### src/rtl/tmds_encoder_if.sv
// tmds_encoder_if
// Groups the pixel-side inputs and the encoded-symbol outputs of one TMDS
// channel encoder.
//   data_in    [7:0]  pixel colour component
//   control_in [1:0]  control bits {C1,C0}, meaningful while ve_in = 0
//   ve_in             video data enable (1 = pixel data, 0 = control token)
//   tmds_out   [9:0]  encoded symbol, bit 0 transmitted first
//   tally_out  [4:0]  signed running disparity after the symbol on tmds_out
// master: pixel pipeline side (drives data/control, reads the symbol)
// slave : encoder side
interface tmds_encoder_if;
    logic [7:0] data_in;
    logic [1:0] control_in;
    logic       ve_in;
    logic [9:0] tmds_out;
    logic [4:0] tally_out;

    modport master (
        output data_in, control_in, ve_in,
        input  tmds_out, tally_out
    );

    modport slave (
        input  data_in, control_in, ve_in,
        output tmds_out, tally_out
    );
endinterface

### src/rtl/tmds_encoder.sv
// tmds_encoder
// DVI/HDMI TMDS channel encoder. Stage 1 registers the transition-minimised
// 9-bit word from tmds_choice together with the enable and control bits.
// Stage 2 applies DC balancing against the running disparity tally, or
// inserts a control token during blanking.
// Ports:
//   clk_in   pixel clock, rising edge
//   rst_in   asynchronous, active-high reset
//   bus      tmds_encoder_if.slave (data_in, control_in, ve_in -> tmds_out, tally_out)

// tmds_choice
// Transition-minimising first stage: XOR or XNOR chain over the data bits,
// picking XNOR when the byte has more than four ones (or exactly four with
// bit 0 clear). qm_o[8] = 1 marks the XOR encoding.
//   data_i [7:0]  input byte
//   qm_o   [8:0]  transition-minimised word
module tmds_choice (
    input  logic [7:0] data_i,
    output logic [8:0] qm_o
);
    logic [3:0] ones;
    logic       use_xnor;
    logic [7:0] q;

    always_comb begin
        ones = '0;
        for (int i = 0; i < 8; i++) begin
            ones = ones + {3'b000, data_i[i]};
        end
        use_xnor = (ones > 4'd4) || ((ones == 4'd4) && !data_i[0]);
        q        = '0;
        q[0]     = data_i[0];
        for (int i = 1; i < 8; i++) begin
            q[i] = use_xnor ? ~(q[i-1] ^ data_i[i]) : (q[i-1] ^ data_i[i]);
        end
        qm_o = {~use_xnor, q};
    end
endmodule

module tmds_encoder (
    input  logic          clk_in,
    input  logic          rst_in,
    tmds_encoder_if.slave bus
);
    logic [8:0] qm_d;
    logic [8:0] qm_q;
    logic       ve_q;
    logic [1:0] ctrl_q;
    logic [9:0] tmds_d;
    logic [9:0] tmds_q;
    logic [4:0] tally_d;
    logic [4:0] tally_q;

    logic [3:0]        n1;
    logic signed [5:0] t_ext;
    logic signed [5:0] bal;      // N1 - N0
    logic signed [5:0] sum;

    tmds_choice u_choice (
        .data_i (bus.data_in),
        .qm_o   (qm_d)
    );

    // Stage 1: transition-minimised word and its side-band bits
    always_ff @(posedge clk_in or posedge rst_in) begin
        if (rst_in) begin
            qm_q   <= '0;
            ve_q   <= 1'b0;
            ctrl_q <= '0;
        end else begin
            qm_q   <= qm_d;
            ve_q   <= bus.ve_in;
            ctrl_q <= bus.control_in;
        end
    end

    // Stage 2 next-state: DC balancing or token insertion
    always_comb begin
        n1 = '0;
        for (int i = 0; i < 8; i++) begin
            n1 = n1 + {3'b000, qm_q[i]};
        end
        // Tally arithmetic is carried at 6 bits so intermediate sums never wrap.
        t_ext   = signed'({tally_q[4], tally_q});
        bal     = signed'({1'b0, n1, 1'b0}) - 6'sd8;
        sum     = t_ext;
        tmds_d  = '0;
        tally_d = '0;

        if (!ve_q) begin
            case (ctrl_q)
                2'b00:   tmds_d = 10'b1101010100;
                2'b01:   tmds_d = 10'b0010101011;
                2'b10:   tmds_d = 10'b0101010100;
                default: tmds_d = 10'b1010101011;
            endcase
            tally_d = '0;
        end else begin
            if ((tally_q == 5'd0) || (n1 == 4'd4)) begin
                tmds_d = {~qm_q[8], qm_q[8], (qm_q[8] ? qm_q[7:0] : ~qm_q[7:0])};
                sum    = qm_q[8] ? (t_ext + bal) : (t_ext - bal);
            end else if ((!tally_q[4] && (n1 > 4'd4)) || (tally_q[4] && (n1 < 4'd4))) begin
                // Symbol would push disparity further from zero: invert it.
                tmds_d = {1'b1, qm_q[8], ~qm_q[7:0]};
                sum    = t_ext + (qm_q[8] ? 6'sd2 : 6'sd0) - bal;
            end else begin
                tmds_d = {1'b0, qm_q[8], qm_q[7:0]};
                sum    = t_ext - (qm_q[8] ? 6'sd0 : 6'sd2) + bal;
            end
            tally_d = sum[4:0];
        end
    end

    always_ff @(posedge clk_in or posedge rst_in) begin
        if (rst_in) begin
            tmds_q  <= '0;
            tally_q <= '0;
        end else begin
            tmds_q  <= tmds_d;
            tally_q <= tally_d;
        end
    end

    assign bus.tmds_out  = tmds_q;
    assign bus.tally_out = tally_q;
endmodule

### src/flat_wrapper.sv
// flat-port wrapper written by rule: the top's interface ports become plain ports
module tmds_encoder_flat 
  (clk_in, rst_in, bus_data_in, bus_control_in, bus_ve_in, bus_tmds_out, bus_tally_out);
  tmds_encoder_if bus_i ();
  input  logic clk_in;
  input  logic rst_in;
  input wire logic [$bits(bus_i.data_in)-1:0] bus_data_in;
  input wire logic [$bits(bus_i.control_in)-1:0] bus_control_in;
  input wire logic [$bits(bus_i.ve_in)-1:0] bus_ve_in;
  output wire logic [$bits(bus_i.tmds_out)-1:0] bus_tmds_out;
  output wire logic [$bits(bus_i.tally_out)-1:0] bus_tally_out;
  assign bus_i.data_in = bus_data_in;
  assign bus_i.control_in = bus_control_in;
  assign bus_i.ve_in = bus_ve_in;
  assign bus_tmds_out = bus_i.tmds_out;
  assign bus_tally_out = bus_i.tally_out;
  tmds_encoder u_core (.clk_in(clk_in), .rst_in(rst_in), .bus(bus_i));
endmodule
### config.mk
export PLATFORM = sky130hd
export DESIGN_NAME = tmds_encoder_flat
export DESIGN_NICKNAME = d
export VERILOG_FILES = /design/src/rtl/tmds_encoder_if.sv /design/src/rtl/tmds_encoder.sv /design/src/flat_wrapper.sv
export SDC_FILE = /design/constraint.sdc
export NUM_CORES = 1
export LEC_CHECK = 0
export BUFFER_PORTS_ARGS = -buffer_cell sky130_fd_sc_hd__buf_4
export CORE_MARGIN = 2
export CORE_UTILIZATION = 55
export CTS_CLUSTER_DIAMETER = 40
export DETAILED_ROUTE_END_ITERATION = 16
export GPL_TIMING_DRIVEN = 0
export PLACE_DENSITY = 0.77
export SKIP_LAST_GASP = 1
export SLEW_MARGIN = 15
export SYNTH_ARGS = -nofsm -noshare
export SYNTH_HDL_FRONTEND = slang
export SYNTH_SLANG_ARGS = --single-unit
### constraint.sdc
create_clock -name clk_in -period 12.62 [get_ports clk_in]
set_input_delay 0.631 -clock clk_in [delete_from_list [all_inputs] [get_ports clk_in]]
set_output_delay 0.631 -clock clk_in [all_outputs]
set_load 0.05 [all_outputs]
==> results.md <==
* Setup_tns at 0 ps
* HP Class: in -> reg
* Gate Count Post-Synth at 200
* Cts hold-fix bufs at 0
* Number of synthesized register bits at 26
* Setup WS post-layout at approximately 8000 ps
* Remaining Overflow, GRT at 0
* Status: completed
* CTS max path bufs at 2
* Post-DRT Antenna Nets at 0
* Final hold violations at 0
* Die area at roughly 0.0043 mm2
* CTS HTree Levels at 1
* Via Count at ~1400
* Mapped Nets at 251
* Crit-path max FO at 9
* Max cap viols at 0
* Achievable Freq at about 210 MHz
* Met3 usage at 0.0324
* Worst Tran Pin Value at 925 ps
* Synthesized area per cell at about 11 um2
* Crit. End Element: flip-flop
* Antenna violations before repair at 0
* Post-place setup slack at roughly 8000 ps
* Total track usage at 0.188
* Reg clk slew, reported paths at 80 ps
* Slew Viols, Final at 0
* Post-CTS setup buffer count at 0
* Proportion of layout cells with a drive suffix above 1 at 0.187
* Pin count of the biggest net entering global routing at 27
* Yosys cell types at 43
* Hold slack at around 470 ps
* Setup-failing EPs final at 0
* Flop2flop setup slack at 7850 ps
* Slew HR at 0.383
* Routing usage on met2 at 0.328
* Most used routing layer: met2
* Worst Path Required at roughly 13000 ps
* Post-DP HPWL at 2.83 mm
* Core Region at between 0.003 and 0.004 mm2
* RePlAce Congestion at 0.897
* TritonCTS buffer count at 3
* Sequential element share of the synthesized area at 0.309
* Tcrit/Tclk final at 0.378
* Fin nets at between 200 and 300
* Mapped Area at 0.00211 mm2
* Die X at roughly 66 um
* Root Driver: clkbuf_8
* Residual DRC count at 0
* Rows at 22
* Num ports at 28
* Post-CTS Resized at 0
* Final core occ at 0.665
* TritonCTS clock tree: built
* Startpoint types: flip-flop
* Drt pass-1 iters at 4
* Final Skew at around 1.2 ps
* Routed wire length per instance at roughly 12 um
* Ant diodes at 0
* Most frequent cells in the layout: 40 x inv_1, 27 x buf_4, 26 x dfrtp_1
* Number of global-route vias before repair at roughly 1400
* Minimum clock period at 4770 ps
* Reg2reg path depth at 14
* Total wire length at around 3.4 mm
* Met1 usage at 0.247
* Starting Density at 0.576
* Arr. time, crit path at around 4900 ps
* Fillers at ~320
* Commonest non-fill, non-tap cell in the layout: inv_1
* Port Buffer Count at 26
* Vias per cell at about 5.0
* Die Y at about 66 um
* Yosys warning total at 0
* Critical path class: reg -> reg
* Starting DRT DRC Count at 58
* Worst-Skew Late Latency at roughly 270 ps
* Clock Sinks at 26
* WHS Path Cells at 1
* First-pass GRT wire length at 6.28 mm
* Area growth syn-to-layout at 15.5%
* RSZ-0062 raised after global routing: no
-- stage by stage --
step / area, um2 / std cells
after CTS: 2430 / 278
final: 2430 / 278
after floorplan: 2110 / 200
after global placement: 2360 / 274
after detailed placement: 2360 / 274
after global routing: 2430 / 278
-- logic make-up (layout without fill, tap and decap cells) --
| family | after synthesis | in the layout | synth area share |
|---|---|---|---|
| xor gates and xnor gates | 28 | 28 | 0.135 |
| DFF | 26 | 26 | 0.309 |
| and+or+nand+nor | 25 | 25 | 0.0683 |
| muxes | 3 | 3 | 0.0202 |
| adders and majority gates | 38 | 38 | 0.272 |
| AOI/OAI and AO/OA | 33 | 33 | 0.104 |
| other | 1 | 1 | 0.00178 |
| buffers and inverters | 46 | 76 | 0.0908 |
-- routing by layer --
| layer | vias to the layer above | part of all wire | wire length [um] |
|---|---|---|---|
| met5 | - | 0 | 0 |
| met4 | 0 | 0.010 | 35 |
| met1 | 658 | 0.45 | 1550 |
| li1 | 697 | - | - |
| met2 | 30 | 0.49 | 1670 |
| met3 | 5 | 0.047 | 160 |
-- worst max-delay path, cell delays in order, from the launching register on --
cell	delay (ps)
dfrtp_1	410
ha_1	280
inv_1	50
fa_1	510
fa_1	540
fa_1	470
fa_1	400
xnor2_1	490
inv_1	100
ha_1	260
a211oi_2	310
a21oi_2	160
mux2i_4	390
xnor2_1	180
a21oi_1	90
-- area by class of cell --
class | count | area (um2) | share of cell area
clock inverters | 1 | 30.0 | 0.0123
flip-flops and latches | 26 | 651 | 0.267
repair buffers | 26 | 195 | 0.0802
multi-input cells | 128 | 1270 | 0.520
inverters | 42 | 171 | 0.0704
plain buffers | 4 | 20.0 | 0.00822
clock buffers | 3 | 41.3 | 0.0170
well taps | 48 | 60.1 | 0.0247
-- flip-flops by register name, summed over array words and instances (netlist names) --
signal	count
u_core.bus.tally_out	4
u_core.bus.tmds_out	10
u_core.ctrl_q	2
u_core.qm_q	9
u_core.ve_q	1
-- final timing paths --
kind	from	endpoint
setup / recovery	u_core.qm_q[0]	u_core.bus.tmds_out[0]
hold / removal	bus_ve_in	u_core.ve_q
setup reg to reg	u_core.qm_q[0]	u_core.bus.tmds_out[0]
hold reg to reg	u_core.qm_q[7]	u_core.bus.tmds_out[7]
max in group asynchronous	rst_in	u_core.bus.tally_out[2]
min in group asynchronous	rst_in	u_core.bus.tally_out[4]
-- cell usage after synthesis --
cell type / count / share of area
inv_1: 40 / 0.071
dfrtp_1: 26 / 0.31
ha_1: 25 / 0.15
xnor2_1: 20 / 0.083
a21oi_1: 14 / 0.033
fa_1: 13 / 0.12
nand2_1: 5 / 0.0089
nor2_1: 4 / 0.0071
xor2_1: 4 / 0.017
nor3_1: 3 / 0.0071
o211ai_1: 3 / 0.011
xnor2_2: 3 / 0.023
a211oi_1: 2 / 0.0071
a21o_1: 2 / 0.0071
a21oi_2: 2 / 0.0083
and2_1: 2 / 0.0059
mux2i_1: 2 / 0.0095
nand2b_1: 2 / 0.0059
nand3_1: 2 / 0.0047
nand4_1: 2 / 0.0059
o211a_1: 2 / 0.0095
a211oi_2: 1 / 0.0059
a21boi_1: 1 / 0.0036
a31oi_1: 1 / 0.0030
and3_1: 1 / 0.0030
buf_1: 1 / 0.0018
buf_2: 1 / 0.0024
buf_4: 1 / 0.0036
bufinv_8: 1 / 0.0083
clkbuf_1: 1 / 0.0018
conb_1: 1 / 0.0018
inv_2: 1 / 0.0018
mux2i_4: 1 / 0.011
nand3b_1: 1 / 0.0036
nor2b_1: 1 / 0.0030
nor4_4: 1 / 0.010
o21ai_0: 1 / 0.0024
o21ai_1: 1 / 0.0024
o21bai_1: 1 / 0.0036
o22ai_1: 1 / 0.0030
o2bb2ai_1: 1 / 0.0042
or3_1: 1 / 0.0030
xor3_2: 1 / 0.012
Power is left out: the tool's default activity adds up to more than one toggle a clock period on the data nets, which glitch-free logic cannot reach.
